--- src/rtl/stream_min_max.sv ---
// Per-frame running minimum/maximum over a valid/ready sample stream.
// Emits one held result per frame of programmable length, unsigned or signed compare.
module stream_min_max #(
   parameter int unsigned INPUT_BIT_WIDTH = 32,
   parameter int unsigned INDEX_BIT_WIDTH = 8,
   parameter bit          SIGNED          = 1'b0
) (
   input  logic                       Clk,
   input  logic                       Reset,
   input  logic                       Clear,
   input  logic [INDEX_BIT_WIDTH-1:0] FrameLength,
   input  logic                       InValid,
   input  logic [INPUT_BIT_WIDTH-1:0] InData,
   output logic                       InReady,
   output logic                       OutValid,
   input  logic                       OutReady,
   output logic [INPUT_BIT_WIDTH-1:0] OutMax,
   output logic [INPUT_BIT_WIDTH-1:0] OutMin,
   output logic [INDEX_BIT_WIDTH-1:0] OutMaxIndex,
   output logic [INDEX_BIT_WIDTH-1:0] OutMinIndex
);

   typedef enum logic [1:0] {
      IDLE  = 2'd0,
      ACCUM = 2'd1,
      HOLD  = 2'd2
   } state_t;

   state_t                     state;
   logic [INDEX_BIT_WIDTH-1:0] count;
   logic [INDEX_BIT_WIDTH-1:0] len;
   logic [INPUT_BIT_WIDTH-1:0] run_max;
   logic [INPUT_BIT_WIDTH-1:0] run_min;
   logic [INDEX_BIT_WIDTH-1:0] max_idx;
   logic [INDEX_BIT_WIDTH-1:0] min_idx;

   logic                       accept;
   logic                       gt;
   logic                       lt;
   logic                       last;
   logic [INDEX_BIT_WIDTH-1:0] len_eff;
   logic [INPUT_BIT_WIDTH-1:0] nxt_max;
   logic [INPUT_BIT_WIDTH-1:0] nxt_min;
   logic [INDEX_BIT_WIDTH-1:0] nxt_max_idx;
   logic [INDEX_BIT_WIDTH-1:0] nxt_min_idx;

   function automatic logic greater(input logic [INPUT_BIT_WIDTH-1:0] a,
                                    input logic [INPUT_BIT_WIDTH-1:0] b);
      if (SIGNED) return $signed(a) > $signed(b);
      else        return a > b;
   endfunction

   // Ready depends only on state and reset, never on the input side.
   assign InReady = (state != HOLD) && !Reset;

   always_comb begin
      accept      = InValid && InReady;
      gt          = greater(InData, run_max);
      lt          = greater(run_min, InData);
      last        = (count == INDEX_BIT_WIDTH'(len - INDEX_BIT_WIDTH'(1)));
      len_eff     = (FrameLength == '0) ? INDEX_BIT_WIDTH'(1) : FrameLength;
      nxt_max     = gt ? InData : run_max;
      nxt_min     = lt ? InData : run_min;
      nxt_max_idx = gt ? count : max_idx;
      nxt_min_idx = lt ? count : min_idx;
   end

   always_ff @(posedge Clk) begin
      if (Reset) begin
         state       <= IDLE;
         count       <= '0;
         len         <= '0;
         run_max     <= '0;
         run_min     <= '0;
         max_idx     <= '0;
         min_idx     <= '0;
         OutValid    <= 1'b0;
         OutMax      <= '0;
         OutMin      <= '0;
         OutMaxIndex <= '0;
         OutMinIndex <= '0;
      end else begin
         case (state)
            IDLE: begin
               if (!Clear && accept) begin
                  len     <= len_eff;
                  run_max <= InData;
                  run_min <= InData;
                  max_idx <= '0;
                  min_idx <= '0;
                  count   <= INDEX_BIT_WIDTH'(1);
                  if (len_eff == INDEX_BIT_WIDTH'(1)) begin
                     state       <= HOLD;
                     OutValid    <= 1'b1;
                     OutMax      <= InData;
                     OutMin      <= InData;
                     OutMaxIndex <= '0;
                     OutMinIndex <= '0;
                  end else begin
                     state <= ACCUM;
                  end
               end
            end
            ACCUM: begin
               if (Clear) begin
                  state <= IDLE;
                  count <= '0;
               end else if (accept) begin
                  run_max <= nxt_max;
                  run_min <= nxt_min;
                  max_idx <= nxt_max_idx;
                  min_idx <= nxt_min_idx;
                  count   <= INDEX_BIT_WIDTH'(count + INDEX_BIT_WIDTH'(1));
                  if (last) begin
                     state       <= HOLD;
                     OutValid    <= 1'b1;
                     OutMax      <= nxt_max;
                     OutMin      <= nxt_min;
                     OutMaxIndex <= nxt_max_idx;
                     OutMinIndex <= nxt_min_idx;
                  end
               end
            end
            HOLD: begin
               // Clear is deliberately ignored here; only the consumer releases the result.
               if (OutReady) begin
                  state    <= IDLE;
                  OutValid <= 1'b0;
                  count    <= '0;
               end
            end
            default: begin
               state    <= IDLE;
               OutValid <= 1'b0;
               count    <= '0;
            end
         endcase
      end
   end

endmodule

--- config.mk ---
export PLATFORM = sky130hd
export DESIGN_NAME = stream_min_max
export DESIGN_NICKNAME = d
export VERILOG_FILES = /design/src/rtl/stream_min_max.sv
export SDC_FILE = /design/constraint.sdc
export NUM_CORES = 1
export LEC_CHECK = 0
export CORE_ASPECT_RATIO = 0.75
export CORE_MARGIN = 2
export CORE_UTILIZATION = 55
export CTS_BUF_LIST = sky130_fd_sc_hd__clkbuf_16
export CTS_CLUSTER_SIZE = 10
export DETAILED_ROUTE_END_ITERATION = 8
export DONT_BUFFER_PORTS = 1
export PLACE_DENSITY = 0.74
export SLEW_MARGIN = 20
export SYNTH_ARGS = -nofsm -noshare
export SYNTH_HDL_FRONTEND = slang
export SYNTH_SLANG_ARGS = --single-unit
--- constraint.sdc ---
create_clock -name Clk -period 3.15 [get_ports Clk]
set_input_delay 0.315 -clock Clk [delete_from_list [all_inputs] [get_ports Clk]]
set_output_delay 0.315 -clock Clk [all_outputs]
set_load 0.02 [all_outputs]
==> impl_metrics.toml <==
[synth]
synth-edff-count = 0
netlist.area_leader.share = 0.3935
yosys.cell_count.top_type = "dfxtp_1"
synth_ff_type = "dfxtp_1"
ys_seq_area_frac = 0.3935
synth-seq-cells = 179
synth_warnings = 0
yosys.area.top_type = "dfxtp_1"
synth.net_count = 1168
synth_cells = 1057
post_synth_num_cell_types = 51
yosys-top-cells-area = "dfxtp_1 39%, ha_1 9.1%, nand2_1 6.2%"
synth.cell_area_sq_um = 9106
async_flop_share = 0
syn_avg_cell_area_sq_um = 8.615
synthTopCellsByCount = "179 x dfxtp_1, 151 x nand2_1, 76 x o21ai_0, 68 x inv_1, 66 x ha_1"

[pwr]
powerDensity_nw_per_um2 = 515.8
p_sw_uw = 1293
power.internal_uw = 3871
seq_power_share = 0.468
vdd_drop_max_uv = 282.8
switching_share = 0.2504
combPwrFrac = 0.105
p_clk_frac = 0.427
power_uw = 5165
p_leak_uw = 0.004290

[floorplanning]
die_w_microns = 152.6
die_h_microns = 115.4
die-area_sq_um = 17610
fp.coreArea_sq_um = 16120
fp-row-count = 40
start_util = 0.5651
io_pins = 127

[cells_and_area]
fillers = 1430
syn_to_final_growth_pct = 9.962
drive_gt1_frac = 0.07678
final_net_count = 1155
antennaDiodeCount = 0

[cts]
cts_root_buf = "clkbuf_16"
clock-sinks = 179
cts.path.max_buffers = 2
cts_made_buffers = 17
clk_pin_slew_ns = 0.07
worstSkewPairLatency_ns = 0.43
cts_tree = "built"
htreeDepth = 4

[worst_setup_path]
rr_startpoint = "run_max[30]"
cp-startpoint = "run_max[30]"
crit_path_start_kind = "flip-flop"
crit_arrival_ns = 3.30
end_kind = "flip-flop"
worst-setup-path-type = "flip-flop to flip-flop"
crit_required_ns = 3.50
path_max_fanout = 17

[placement]
io_buffers = 0
routabilityCongestion = 0.8644
hpwl_microns = 15210

[hold_path]
min_path_type = "input port to flip-flop"
hp-start = "InData[9]"

[global_route]
grt_pass1_vias = 6992
grt-ovfl-total = 0
grt_pass1_wl_microns = 36640
grt_max_degree = 163
grt_usage = 0.2569
antenna_found_initial = 0

[sta]
rsz0062_at_grt = "false"
relSlewSlack = 0.5453
period_share = 0.9369
fin_skew_ns = 0.007328
timing.fmax_ghz = 0.3389
slew_viol_final = 0
hold_viol_final = 0
fin_setup_tns_ns = 0
period_minus_slack_ns = 2.951
setup_violations = 0
worst_pin_slew_ns = 0.6813

[run]
max-cap-violations = 0

[run_status]
status = "completed"

[detailed_routing]
viasPerCell = 6.030
vias = 7628
wl_per_cell_microns = 18.10
first_pass_iters = 5
drtAntennaViolNets = 0
drtIter0Drc = 629
drc_errors = 0
wl_microns = 22900
==> sequential cells by signal, indices dropped and copies added (netlist names) <==
| signal | cells |
|---|---|
| OutMax | 32 |
| OutMin | 32 |
| run_max | 32 |
| len | 8 |
| state | 2 |
| run_min | 32 |
| min_idx | 8 |
| OutValid | 1 |
| OutMaxIndex | 8 |
| max_idx | 8 |
| OutMinIndex | 8 |
| count | 8 |
==> placed cells by master, fill, tap and decap left out, drive strengths merged, types with 4 or more instances in the layout <==
cell type    count
a211oi           7
a21o             6
a21oi           36
a221o            4
a31oi           64
a32oi           17
and4             4
buf             31
bufinv           4
clkbuf          17
clkinv           8
dfxtp          179
dlygate4sd3     13
ha              66
inv             69
mux2i           17
nand2          151
nand3           17
nand3b          65
nand4           16
nor2            40
nor3            11
nor4             4
o21ai           79
o21bai          64
o2bb2ai         16
xnor2            6
xor2            12
==> routing by layer <==
layer / track usage / vias to the layer above / part of all wire
met5: 0 / - / 0
li1: - / 3748 / -
met4: 0.08519 / 0 / 0.019
met2: 0.3839 / 229 / 0.42
met1: 0.3622 / 3610 / 0.48
met3: 0.07068 / 41 / 0.080
==> worst max-delay path: stages, from the launching register on <==
cell	delay, ns
dfxtp_1	0.35
inv_1	0.05
ha_1	0.31
nand4_1	0.28
nor3_1	0.10
a221o_1	0.34
o31a_2	0.39
or3_1	0.39
buf_4	0.23
mux2i_1	0.18
a211oi_1	0.24
==> power by group through the flow <==
stage	sequential (uW)	clock (uW)	combinational, uW
finish	2420	2200	544
global route	2420	2310	609
CTS	2410	2220	529
detailed placement	2470	0	512
global placement	2460	0	501
floorplan	2440	0	429
==> final timing paths <==
path,endpoint,slack (ns),cells past startpoint
max reg2reg,OutMax[5],0.20,10
min,OutMin[9],0.02,2
max,OutMax[5],0.20,10
min reg2reg,OutMax[20],0.49,2
==> cells by family (layout without fill, tap and decap cells) <==
kind of cell	count (synthesis)	in the layout	synth area share
flops	179	179	0.3935
mux	17	17	0.01869
buf+inv	144	142	0.07214
compound gates	309	309	0.2252
simple gates	324	324	0.1808
xor+xnor	18	18	0.01896
fa+ha+maj	66	66	0.09068
==> cell type report <==
class,count,area [sq um],share of cell area
multi-input combinational,734,4917,0.4911
tap,210,262.8,0.02624
inverter,68,255.2,0.02549
clock inverter,13,168.9,0.01687
clock buffer,17,425.4,0.04248
timing repair buffer,44,400.4,0.03998
sequential,179,3583,0.3579
==> per-stage QoR <==
stage               utilization  hold WS [ns]  area (sq um)  worst slack, ns  cells
floorplan                     -        0.4510          9106           0.6839   1057
global placement         0.5718        0.3971          9215          -0.1041   1216
detailed placement       0.5718        0.4017          9215          -0.1298   1216
CTS                      0.6168      -0.05076          9941         0.002300   1259
global route             0.6214       0.01690         10010          0.01026   1265
finish                   0.6214       0.02264         10010           0.1988   1265
==> timing repair <==
| action | 4_1_cts | 5_1_grt |
|---|---|---|
| gates cloned | 0 | 0 |
| pin swaps | 1 | 2 |
| setup buffers | 2 | 4 |
| endpoints found under the hold margin | 28 | 16 |
| setup endpoints to repair | 7 | 85 |
| hold buffers | 11 | 2 |
| resized for setup | 1 | 5 |
(Power assumes the default switching activity.)
